<file path="config.mk">
export PLATFORM = sky130hd
export DESIGN_NAME = uart_reporter_flat
export DESIGN_NICKNAME = d
export VERILOG_FILES = /design/src/rtl/common_pkg.sv /design/src/rtl/uart_reporter_if.sv /design/src/rtl/uart_reporter_tx_byte.sv /design/src/rtl/uart_reporter.sv /design/src/flat_wrapper.sv
export SDC_FILE = /design/constraint.sdc
export NUM_CORES = 1
export LEC_CHECK = 0
export CAP_MARGIN = 20
export CORE_ASPECT_RATIO = 2
export CORE_MARGIN = 5
export CORE_UTILIZATION = 55
export CTS_CLUSTER_SIZE = 12
export DETAILED_ROUTE_END_ITERATION = 6
export HOLD_SLACK_MARGIN = 0.05
export PLACE_DENSITY_LB_ADDON = 0.05
export SLEW_MARGIN = 20
export SYNTH_ARGS = -nofsm -noshare
export SYNTH_HDL_FRONTEND = slang
export SYNTH_SLANG_ARGS = --single-unit
</file>
<file path="constraint.sdc">
create_clock -name clk -period 6.2 [get_ports clk]
set_input_delay 0.93 -clock clk [delete_from_list [all_inputs] [get_ports clk]]
set_output_delay 0.93 -clock clk [all_outputs]
set_load 0.01 [all_outputs]
</file>
<file path="src/rtl/common_pkg.sv">
// Shared types and constants for the writeback trace reporter.
// Frame layout: header, id byte, then the 32-bit data little-endian.
package common_pkg;
  localparam logic [7:0] REPORT_HDR         = 8'hA5;
  localparam int         REPORT_FRAME_BYTES = 6;

  typedef enum logic [1:0] {B_IDLE, B_START, B_DATA, B_STOP} uart_byte_state_t;
  typedef enum logic {F_IDLE, F_SEND} frame_state_t;

  typedef struct packed {
    logic [4:0]  id;
    logic [31:0] data;
  } report_entry_t;

  function automatic logic [7:0] frame_byte(report_entry_t e, logic [2:0] idx);
    case (idx)
      3'd0:    frame_byte = REPORT_HDR;
      3'd1:    frame_byte = {3'b000, e.id};
      3'd2:    frame_byte = e.data[7:0];
      3'd3:    frame_byte = e.data[15:8];
      3'd4:    frame_byte = e.data[23:16];
      3'd5:    frame_byte = e.data[31:24];
      default: frame_byte = 8'h00;
    endcase
  endfunction
endpackage

</file>
<file path="src/rtl/uart_reporter_if.sv">
// Writeback capture inputs and UART/status outputs of the reporter.
interface uart_reporter_if;
  logic        enable;
  logic        reg_write;
  logic [4:0]  write_back_id;
  logic [31:0] wb_data;
  logic        tx_serial;
  logic        busy;
  logic        overflow;

  modport master (output enable, reg_write, write_back_id, wb_data,
                  input  tx_serial, busy, overflow);
  modport slave  (input  enable, reg_write, write_back_id, wb_data,
                  output tx_serial, busy, overflow);
endinterface

</file>
<file path="src/rtl/uart_reporter_tx_byte.sv">
// 8N1 byte transmitter; a byte offered on the stop-bit boundary starts
// immediately so bytes within a frame run back-to-back.
module uart_tx_byte
  import common_pkg::*;
#(
  parameter int CLKS_PER_BIT = 868
) (
  input  logic       clk,
  input  logic       rst,
  input  logic [7:0] data,
  input  logic       valid,
  output logic       ready,
  output logic       done,
  output logic       tx
);
  localparam int CW = (CLKS_PER_BIT > 1) ? $clog2(CLKS_PER_BIT) : 1;
  localparam logic [CW-1:0] LAST = CW'(CLKS_PER_BIT - 1);

  uart_byte_state_t r_state, w_state_nxt;
  logic [CW-1:0] r_cnt;
  logic [2:0]    r_bit;
  logic [7:0]    r_sh;
  logic          r_tx, w_tx_nxt, w_bit_end, w_load;

  assign w_bit_end = (r_cnt == LAST);
  assign tx        = r_tx;

  always_ff @(posedge clk or posedge rst) begin
    if (rst) begin
      r_state <= B_IDLE;
      r_cnt   <= '0;
      r_bit   <= '0;
      r_sh    <= '0;
      r_tx    <= 1'b1;
    end else begin
      r_state <= w_state_nxt;
      r_tx    <= w_tx_nxt;
      if (w_load) begin
        r_sh  <= data;
        r_cnt <= '0;
        r_bit <= '0;
      end else if (r_state != B_IDLE) begin
        r_cnt <= w_bit_end ? '0 : r_cnt + CW'(1);
        if (r_state == B_DATA && w_bit_end) begin
          r_sh  <= r_sh >> 1;
          r_bit <= r_bit + 3'd1;
        end
      end
    end
  end

  always_comb begin
    w_state_nxt = r_state;
    case (r_state)
      B_IDLE:  if (valid) w_state_nxt = B_START;
      B_START: if (w_bit_end) w_state_nxt = B_DATA;
      B_DATA:  if (w_bit_end && r_bit == 3'd7) w_state_nxt = B_STOP;
      B_STOP:  if (w_bit_end) w_state_nxt = valid ? B_START : B_IDLE;
      default: w_state_nxt = B_IDLE;
    endcase
  end

  // Line level for the cycle after the edge, so tx comes straight from a flop.
  always_comb begin
    ready    = (r_state == B_IDLE) || (r_state == B_STOP && w_bit_end);
    done     = (r_state == B_STOP) && w_bit_end;
    w_load   = valid && ready;
    w_tx_nxt = 1'b1;
    case (r_state)
      B_IDLE:  w_tx_nxt = !w_load;
      B_START: w_tx_nxt = w_bit_end ? r_sh[0] : 1'b0;
      B_DATA:  w_tx_nxt = w_bit_end ? ((r_bit == 3'd7) ? 1'b1 : r_sh[1]) : r_sh[0];
      B_STOP:  w_tx_nxt = !w_load;
      default: w_tx_nxt = 1'b1;
    endcase
  end
endmodule

</file>
<file path="src/rtl/uart_reporter.sv">
// Captures register writebacks into a FIFO and streams each one as a
// 6-byte UART frame for host-side execution tracing.
module uart_reporter
  import common_pkg::*;
#(
  parameter int CLKS_PER_BIT = 868,
  parameter int FIFO_DEPTH   = 8
) (
  input  logic           clk,
  input  logic           rst,
  uart_reporter_if.slave bus
);
  localparam int AW = $clog2(FIFO_DEPTH);
  localparam int PW = AW + 1;
  localparam logic [2:0] LAST_IDX = 3'(REPORT_FRAME_BYTES - 1);

  report_entry_t r_mem [FIFO_DEPTH];
  logic [PW-1:0] r_wr_ptr, r_rd_ptr, w_wr_nxt, w_rd_nxt;
  logic          w_empty, w_full, w_push_req, w_push, w_pop;
  frame_state_t  r_fstate, w_fstate_nxt;
  report_entry_t r_frame;
  logic [2:0]    r_idx;
  logic          w_tx_valid, w_tx_ready, w_tx_done, w_tx;
  logic [7:0]    w_tx_data;
  logic          r_busy, r_overflow;

  assign w_empty    = (r_wr_ptr == r_rd_ptr);
  assign w_full     = (r_wr_ptr[AW-1:0] == r_rd_ptr[AW-1:0]) && (r_wr_ptr[AW] != r_rd_ptr[AW]);
  assign w_push_req = bus.enable && bus.reg_write && (bus.write_back_id != 5'd0);
  // A pop on the same edge frees the slot, so a full FIFO still accepts.
  assign w_push     = w_push_req && (!w_full || w_pop);
  assign w_wr_nxt   = w_push ? r_wr_ptr + PW'(1) : r_wr_ptr;
  assign w_rd_nxt   = w_pop  ? r_rd_ptr + PW'(1) : r_rd_ptr;

  always_ff @(posedge clk) begin
    if (w_push) r_mem[r_wr_ptr[AW-1:0]] <= report_entry_t'{id: bus.write_back_id, data: bus.wb_data};
  end

  always_ff @(posedge clk or posedge rst) begin
    if (rst) begin
      r_wr_ptr   <= '0;
      r_rd_ptr   <= '0;
      r_overflow <= 1'b0;
      r_busy     <= 1'b0;
    end else begin
      r_wr_ptr   <= w_wr_nxt;
      r_rd_ptr   <= w_rd_nxt;
      r_overflow <= r_overflow | (w_push_req & w_full & ~w_pop);
      r_busy     <= (w_wr_nxt != w_rd_nxt) || (w_fstate_nxt == F_SEND);
    end
  end

  always_ff @(posedge clk or posedge rst) begin
    if (rst) begin
      r_fstate <= F_IDLE;
      r_frame  <= '0;
      r_idx    <= '0;
    end else begin
      r_fstate <= w_fstate_nxt;
      if (w_pop) begin
        r_frame <= r_mem[r_rd_ptr[AW-1:0]];
        r_idx   <= '0;
      end else if (r_fstate == F_SEND && w_tx_done) begin
        r_idx   <= r_idx + 3'd1;
      end
    end
  end

  always_comb begin
    w_fstate_nxt = r_fstate;
    case (r_fstate)
      F_IDLE:  if (!w_empty && w_tx_ready) w_fstate_nxt = F_SEND;
      F_SEND:  if (w_tx_done && r_idx == LAST_IDX) w_fstate_nxt = F_IDLE;
      default: w_fstate_nxt = F_IDLE;
    endcase
  end

  // The header is constant, so it can be offered before the entry is popped.
  always_comb begin
    w_pop      = 1'b0;
    w_tx_valid = 1'b0;
    w_tx_data  = REPORT_HDR;
    case (r_fstate)
      F_IDLE: begin
        w_pop      = !w_empty && w_tx_ready;
        w_tx_valid = !w_empty;
      end
      F_SEND: begin
        w_tx_valid = (r_idx != LAST_IDX);
        w_tx_data  = frame_byte(r_frame, r_idx + 3'd1);
      end
      default: ;
    endcase
  end

  uart_tx_byte #(.CLKS_PER_BIT(CLKS_PER_BIT)) u_tx (
    .clk   (clk),
    .rst   (rst),
    .data  (w_tx_data),
    .valid (w_tx_valid),
    .ready (w_tx_ready),
    .done  (w_tx_done),
    .tx    (w_tx)
  );

  assign bus.tx_serial = w_tx;
  assign bus.busy      = r_busy;
  assign bus.overflow  = r_overflow;
endmodule

</file>
<file path="src/flat_wrapper.sv">
// flat-port wrapper written by rule: the top's interface ports become plain ports
module uart_reporter_flat import common_pkg::*;
#(
  parameter int CLKS_PER_BIT = 868,
  parameter int FIFO_DEPTH   = 8
)
  (clk, rst, bus_enable, bus_reg_write, bus_write_back_id, bus_wb_data, bus_tx_serial, bus_busy, bus_overflow);
  uart_reporter_if bus_i ();
  input  logic clk;
  input  logic rst;
  input wire logic [$bits(bus_i.enable)-1:0] bus_enable;
  input wire logic [$bits(bus_i.reg_write)-1:0] bus_reg_write;
  input wire logic [$bits(bus_i.write_back_id)-1:0] bus_write_back_id;
  input wire logic [$bits(bus_i.wb_data)-1:0] bus_wb_data;
  output wire logic [$bits(bus_i.tx_serial)-1:0] bus_tx_serial;
  output wire logic [$bits(bus_i.busy)-1:0] bus_busy;
  output wire logic [$bits(bus_i.overflow)-1:0] bus_overflow;
  assign bus_i.enable = bus_enable;
  assign bus_i.reg_write = bus_reg_write;
  assign bus_i.write_back_id = bus_write_back_id;
  assign bus_i.wb_data = bus_wb_data;
  assign bus_tx_serial = bus_i.tx_serial;
  assign bus_busy = bus_i.busy;
  assign bus_overflow = bus_i.overflow;
  uart_reporter #(.CLKS_PER_BIT(CLKS_PER_BIT), .FIFO_DEPTH(FIFO_DEPTH)) u_core (.clk(clk), .rst(rst), .bus(bus_i));
endmodule
</file>
[Yosys cells after proc, flatten, opt, wreduce, memory -nomap -nowiden]
Memories as Yosys holds them, arrays and structs flattened. A register that Yosys moved wholly into a read port is not among the register bits.
Cells that the tools add are included.
Cells by class
  multiplexer cells: 32
  bitwise logic cells: 5
  reduce and logical (&&, ||, !) cells: 27
  equality and inequality tests: 20
  add/sub/neg operators: 5
Operator list (count)
  one-hot mux 8 bit (6 select lines): 1
  2-to-1 mux 8 bit: 4
  2-to-1 mux 10 bit: 3
  2-to-1 mux 3 bit: 5
  == test 3 bit (second input constant): 4
  logical AND 1 bit: 11
  adder 10 x 1 -> 10 bit (second input constant): 1
  == test 10 bit (second input constant): 1
  2-to-1 mux 1 bit: 9
  adder 4 x 1 -> 4 bit (second input constant): 2
  2-to-1 mux 2 bit: 4
  2-to-1 mux 4 bit: 2
  one-hot mux 2 bit (4 select lines): 1
  nonzero test 2 bit: 4
  adder 3 x 1 -> 3 bit (second input constant): 2
  == test 3 x 2 -> 1 bit (second input constant): 2
  inequality test 2 bit (second input constant): 3
  nonzero test 5 bit: 1
  == test 2 bit (second input constant): 2
  == test 4 bit: 1
  inequality test 4 bit: 1
  one-hot mux 1 bit (2 select lines): 2
  AND reduction 4 bit: 1
  == test 3 x 1 -> 1 bit (second input constant): 1
  15 further kinds: 21
Word-level totals
  input port bits: 41
  output and inout port bits: 3
  memories kept: 1
  bits in writable memories: 296
  word-level logic and storage cells: 101
  flip-flop bits (word level): 38
Memory list
  u_core.r_mem: depth 8, width 37, rd ports 1, clocked after Yosys merged registers in 1, wr ports 1, line uart_reporter.sv:17  | report_entry_t r_mem [FIFO_DEPTH];

[Logic depth before layout (Yosys ltp)]
  depth in word-level cells: 10
  mapped depth: 9
  gate-level depth less buffers: 7

[Hierarchy]
Synthesis repeated with hierarchy kept, for this count alone.
Unflattened totals
  cells, all modules: 817
  area total of the unflattened synthesis: 14936.8 um2
Modules (own cells, without submodules)
  uart_reporter: sequential area each 10164.7 um2, cells each 682, instances 1, area each 13543.0 um2
  uart_tx_byte: sequential area each 601.8 um2, cells each 135, instances 1, area each 1393.8 um2

[Least setup slack after synthesis]
Ideal clock, no wire load.
  path kind: reg-to-reg
  start: register u_core.u_tx.r_cnt[0]
  end: memory u_core.r_mem[1][0] (netlist name), enable pin
  path buffers: 0
  setup time: 0.537 ns
  required time: 5.663 ns
  stages on the path, launching flop included: 8
  arrival: 5.283 ns
  period minus slack after synthesis: 5.820 ns
  slack: 0.380 ns
  cells stage by stage: dfrtp_1 > ha_1 > and4b_1 > nand4_1 > and2_1 > nand2_1 > nand2_1 > nor4b_1
Between the ends
  longest elaborated chain between the ends: 9
RTL lines
  from (decl): line uart_reporter_tx_byte.sv:20  | logic [CW-1:0] r_cnt;
  from (signal assigned): line uart_reporter_tx_byte.sv:43  | r_cnt <= w_bit_end ? '0 : r_cnt + CW'(1);
  == test 10 bit: line uart_reporter_tx_byte.sv:25  | assign w_bit_end = (r_cnt == LAST);
  logical AND 1 bit: line uart_reporter_tx_byte.sv:65  | ready = (r_state == B_IDLE) || (r_state == B_STOP && w_bit_end);
  logical OR 1 bit: line uart_reporter_tx_byte.sv:65
  logical AND 1 bit: line uart_reporter.sv:85  | w_pop = !w_empty && w_tx_ready;
  2-to-1 mux 1 bit: line uart_reporter.sv:83  | case (r_fstate)
  logical OR 1 bit: line uart_reporter.sv:31  | assign w_push = w_push_req && (!w_full || w_pop);
  logical AND 1 bit: line uart_reporter.sv:31
  2-to-1 mux 1 bit: line uart_reporter.sv:36  | if (w_push) r_mem[r_wr_ptr[AW-1:0]] <= report_entry_t'{id: bus.write_back_id, data: bus.wb_data};
  2-to-1 mux 1 bit (not written as such): line uart_reporter.sv:36
  to (decl): line uart_reporter.sv:17
Every way passes these cells.

[Worst setup path after layout]
  start: register u_core.u_tx.r_state[0]
  end: memory u_core.r_mem[3][34] (netlist name), enable pin
Between the ends
  longest elaborated chain between the ends: 9
  elaborated cells on any way between the ends: 10
  classes of those cells: eq/ne (1); mux (3); reduce/logical (6)
RTL lines
  from (decl): line uart_reporter_tx_byte.sv:19  | uart_byte_state_t r_state, w_state_nxt;
  from (signal assigned): line uart_reporter_tx_byte.sv:36  | r_state <= w_state_nxt;
  == test 2 bit: line uart_reporter_tx_byte.sv:65
  logical AND 1 bit: line uart_reporter_tx_byte.sv:65
  logical OR 1 bit (*): line uart_reporter_tx_byte.sv:65
  logical AND 1 bit (*): line uart_reporter.sv:85
  2-to-1 mux 1 bit (*): line uart_reporter.sv:83
  logical OR 1 bit (*): line uart_reporter.sv:31
  logical AND 1 bit (*): line uart_reporter.sv:31
  2-to-1 mux 1 bit (*): line uart_reporter.sv:36
  2-to-1 mux 1 bit (not written as such) (*): line uart_reporter.sv:36
Every way passes the cells marked *; elsewhere a longest branch is shown, timed or not.

==> run summary <==
Entering global routing, the biggest net connects 80 pins. The run gives 29800 microns as the routed wire length. In this run the standard cell core region covers 26900 sq um.

The area of the mapped netlist is 15000 sq um, and the final-report hold violation count is 0. For the finished layout, the period the worst path requires is 3.64 ns. The first-pass detailed-route iteration total is 4, and the maximum ir drop on the vdd rail is 0.327 mV. Setup repair after global routing left no endpoint under its margin. By startpoint and endpoint, the worst setup path is classified as reg -> reg. Gates resized during post-CTS repair numbered 0.

TritonCTS built the clock tree. The number of buffers added by the clock tree synthesis step came out at 37. The tools report the root buffer selected by CTS as sky130_fd_sc_hd__clkbuf_16.

The run gives 71.9% as the proportion of synthesized chip area in sequential cells. Summed over all layers, the global routing overflow is 0. The primary flip-flop cell chosen by synthesis mapping is sky130_fd_sc_hd__edfxtp_1. Measured against its own limit, the worst slew margin works out to 32.9%. On the final layout, the worst clock skew is 0.0167 ns. The tools report the number of setup buffers added after CTS as 0. After the last flow step, the layout net total stands at 939.

The worst setup path is launched from a flop. Largest fanout of any net on the critical path: 26. The clock net sink count was 371.

Leaving out fill and tap cells, the most frequent cell in the layout is sky130_fd_sc_hd__edfxtp_1. Including well taps, the total number of placed cells is 1192. A synthesized cell averages 18.1 sq um.

In the final layout, the multi-input gates occupy 4000 sq um. The register area was 10800 sq um; the count of port buffers added during placement was 43. Adding up every negative setup slack in the final design gives 0 ns.

The logs give 8233 for the number of global-route vias before repair and 829 for the number of standard cells after synthesis. 0 antenna diodes ended up in the layout. Global routing consumed, over all layers together, 20.0% of the routing resources. For the worst setup path, the data required time is 6.35 ns. The share of the clock period used by the worst path after layout works out to 58.6%. The logs give 44 for the number of placed I/O pins and 3 for the maximum clock insertion buffer count. The initial antenna violation count was 0; the total power was 7.05 mW. Clock-pin slew was measured on the worst setup and hold paths at 0.06 ns.

The tools report the count of pins over their slew limit as 0. The top cell types in the final layout, fill and taps aside, are sky130_fd_sc_hd__edfxtp_1, sky130_fd_sc_hd__mux4_2, sky130_fd_sc_hd__dfrtp_1, sky130_fd_sc_hd__nand2_1, sky130_fd_sc_hd__o21ai_0. The flow ran to the end, and the final reports show no timing, DRC or antenna violations. The share of flip-flops with an asynchronous set or reset was 20.2%. Once layout is complete, the utilization of the core stands at 62.8%.

The area growth from synthesis to layout is 12.8%. In this run, synthesis produced a sequential element count of 371. The ratio of cells with drive above 1 in the final layout came out at 18.1%. For this configuration, the core starts out at a cell density of 55.7%.

The overall via count from detail_route is 7474, and the die outline height is 243 microns. Max-cap violations in this run came to 0. The netlist uses 62 different library cells. The die covers 30800 sq um. Based on the critical path, the design can be clocked at up to 275 MHz.

The tools report the final HPWL from detailed placement as 18300 microns. Measured along the x axis, the die boundary spans 127 microns. The slew at the pin closest to its max-slew limit came out at 1.00 ns. The floorplan has 85 rows. In this run, the number of DRC markers left after iteration 0 of detailed routing was 465. For this design, the CTS-stage hold fixing added 0 buffers. The net count after synthesis was 885. The count of nets left with antenna violations once routing finished came out at 0. The standby leakage power is 5.77 nW, and the power per unit of standard cell area is 417 nW/um^2. In this run the worst hold path is classified as reg -> reg. The count of flip-flops with a built-in enable after synthesis is 296, and the routed length per instance is 23.7 microns.

The logs give 0 for the count of warnings emitted by yosys and 0 for the setup-violating endpoint count in the final report. The insertion delay of the later-clocked pin in the worst-skew pair is 0.52 ns. The first global-routing pass estimated 47300 microns of wire. The run gives 1259 as the count of placed standard cells in the final layout, fillers left out. The maximum level of the CTS H-tree is 2. At the worst endpoint, the arrival time is 3.78 ns. The weighted congestion reported at the end of routability-driven placement is 0.842. The post-route DRC violation count is 0, and the via density per instance is 5.94. The tightest hold path in the finished design has a slack of 0.491 ns. Kind of end point of the critical path: a flop.

Counting the fill cells in the layout gives 1946.
[area by class of cell]
cell class,instances,share of cell area (%)
flip-flops and latches,371,63.8
multi-input cells,398,23.7
clock buffers,63,6.12
repair buffers,62,3.39
well taps,348,2.58
inverters,13,0.289
clock inverters,4,0.178
[kinds of logic (layout without fill, tap and decap cells)]
family,after synthesis,count (layout),synth area share (%)
AO/OA/AOI/OAI,105,105,4.66
AND/OR/NAND/NOR,131,131,4.22
flip-flops,371,371,71.9
XOR/XNOR,22,22,1.62
adder cells (fa/ha/maj),15,15,1.25
multiplexers,125,125,14.6
buffers and inverters,60,142,1.80
[final timing paths]
path | start | endpoint | slack, ns | depth (start not counted)
max in group asynchronous | rst | u_core.r_rd_ptr[0] | 4.26 | 3
setup / recovery | u_core.u_tx.r_state[0] | u_core.r_mem[3][34] | 2.56 | 8
setup reg to reg | u_core.u_tx.r_state[0] | u_core.r_mem[3][34] | 2.56 | 8
min in group asynchronous | rst | u_core.u_tx.r_bit[0] | 0.88 | 2
hold / removal | u_core.r_frame[8] | u_core.r_frame[8] | 0.49 | 2
hold reg to reg | u_core.r_frame[8] | u_core.r_frame[8] | 0.49 | 2
[report_power, final]
part	switching [mW]	internal, mW
registers	0.308	3.05
clock network	0.862	1.13
logic	0.867	0.830
[registers in the layout, indices dropped and copies added, names as in the netlist]
register             count
u_core.bus.busy          1
u_core.bus.overflow      1
u_core.r_frame          37
u_core.r_fstate          1
u_core.r_idx             3
u_core.r_mem           296
u_core.r_rd_ptr          4
u_core.r_wr_ptr          4
u_core.u_tx.r_bit        3
u_core.u_tx.r_cnt       10
u_core.u_tx.r_sh         8
u_core.u_tx.r_state      2
u_core.u_tx.tx           1
[metal layers]
| layer | vias up | share of wire (%) | GRT usage, % |
|---|---|---|---|
| met5 | - | 0 | 0 |
| met4 | 0 | 3.0 | 6.82 |
| met3 | 52 | 2.8 | 2.35 |
| li1 | 3374 | - | - |
| met2 | 131 | 56 | 36.8 |
| met1 | 3917 | 38 | 24.2 |
[per-stage QoR]
step           worst slack, ns  instance area [sq um]
4_1_cts                   2.23                  16900
2_1_floorplan            0.380                  15000
6_report                  2.56                  16900
5_1_grt                   2.40                  16900
3_3_place_gp              2.09                  15800
3_5_place_dp              1.90                  15800
[synthesized netlist by cell type, types with 2 or more instances]
master	count	share of area, %
sky130_fd_sc_hd__a211oi_1	9	0.45
sky130_fd_sc_hd__a21o_1	2	0.10
sky130_fd_sc_hd__a21oi_1	11	0.37
sky130_fd_sc_hd__a221oi_1	5	0.29
sky130_fd_sc_hd__a222oi_1	3	0.20
sky130_fd_sc_hd__a22oi_1	2	0.10
sky130_fd_sc_hd__and2_1	3	0.13
sky130_fd_sc_hd__and3_1	3	0.13
sky130_fd_sc_hd__buf_1	7	0.18
sky130_fd_sc_hd__buf_2	14	0.47
sky130_fd_sc_hd__buf_6	3	0.23
sky130_fd_sc_hd__clkbuf_1	22	0.55
sky130_fd_sc_hd__dfrtp_1	74	12
sky130_fd_sc_hd__edfxtp_1	296	59
sky130_fd_sc_hd__ha_1	15	1.3
sky130_fd_sc_hd__inv_1	13	0.33
sky130_fd_sc_hd__mux2_2	2	0.15
sky130_fd_sc_hd__mux2i_1	48	3.2
sky130_fd_sc_hd__mux4_2	74	11
sky130_fd_sc_hd__nand2_1	58	1.5
sky130_fd_sc_hd__nand2b_1	2	0.084
sky130_fd_sc_hd__nand3_1	13	0.43
sky130_fd_sc_hd__nand4_1	5	0.21
sky130_fd_sc_hd__nor2_1	27	0.68
sky130_fd_sc_hd__nor2b_1	2	0.084
sky130_fd_sc_hd__nor3_1	4	0.13
sky130_fd_sc_hd__nor3b_1	3	0.15
sky130_fd_sc_hd__nor4_1	2	0.084
sky130_fd_sc_hd__nor4b_1	3	0.18
sky130_fd_sc_hd__o21ai_0	49	1.6
sky130_fd_sc_hd__o21bai_1	2	0.10
sky130_fd_sc_hd__o221ai_1	2	0.12
sky130_fd_sc_hd__o31ai_1	4	0.20
sky130_fd_sc_hd__xnor2_1	11	0.64
sky130_fd_sc_hd__xnor3_1	2	0.30
sky130_fd_sc_hd__xor2_1	6	0.35
sky130_fd_sc_hd__xor2_2	3	0.33
[critical path, stage by stage, from the launching register on]
cell	delay, ns
sky130_fd_sc_hd__dfrtp_1	0.41
sky130_fd_sc_hd__inv_1	0.15
sky130_fd_sc_hd__ha_1	0.62
sky130_fd_sc_hd__nand2b_1	0.28
sky130_fd_sc_hd__and2_1	0.25
sky130_fd_sc_hd__nand2_1	0.10
sky130_fd_sc_hd__nand2_1	0.20
sky130_fd_sc_hd__nor3_4	0.69
sky130_fd_sc_hd__buf_4	0.53
Note: power is estimated with default switching activity, not from simulation.
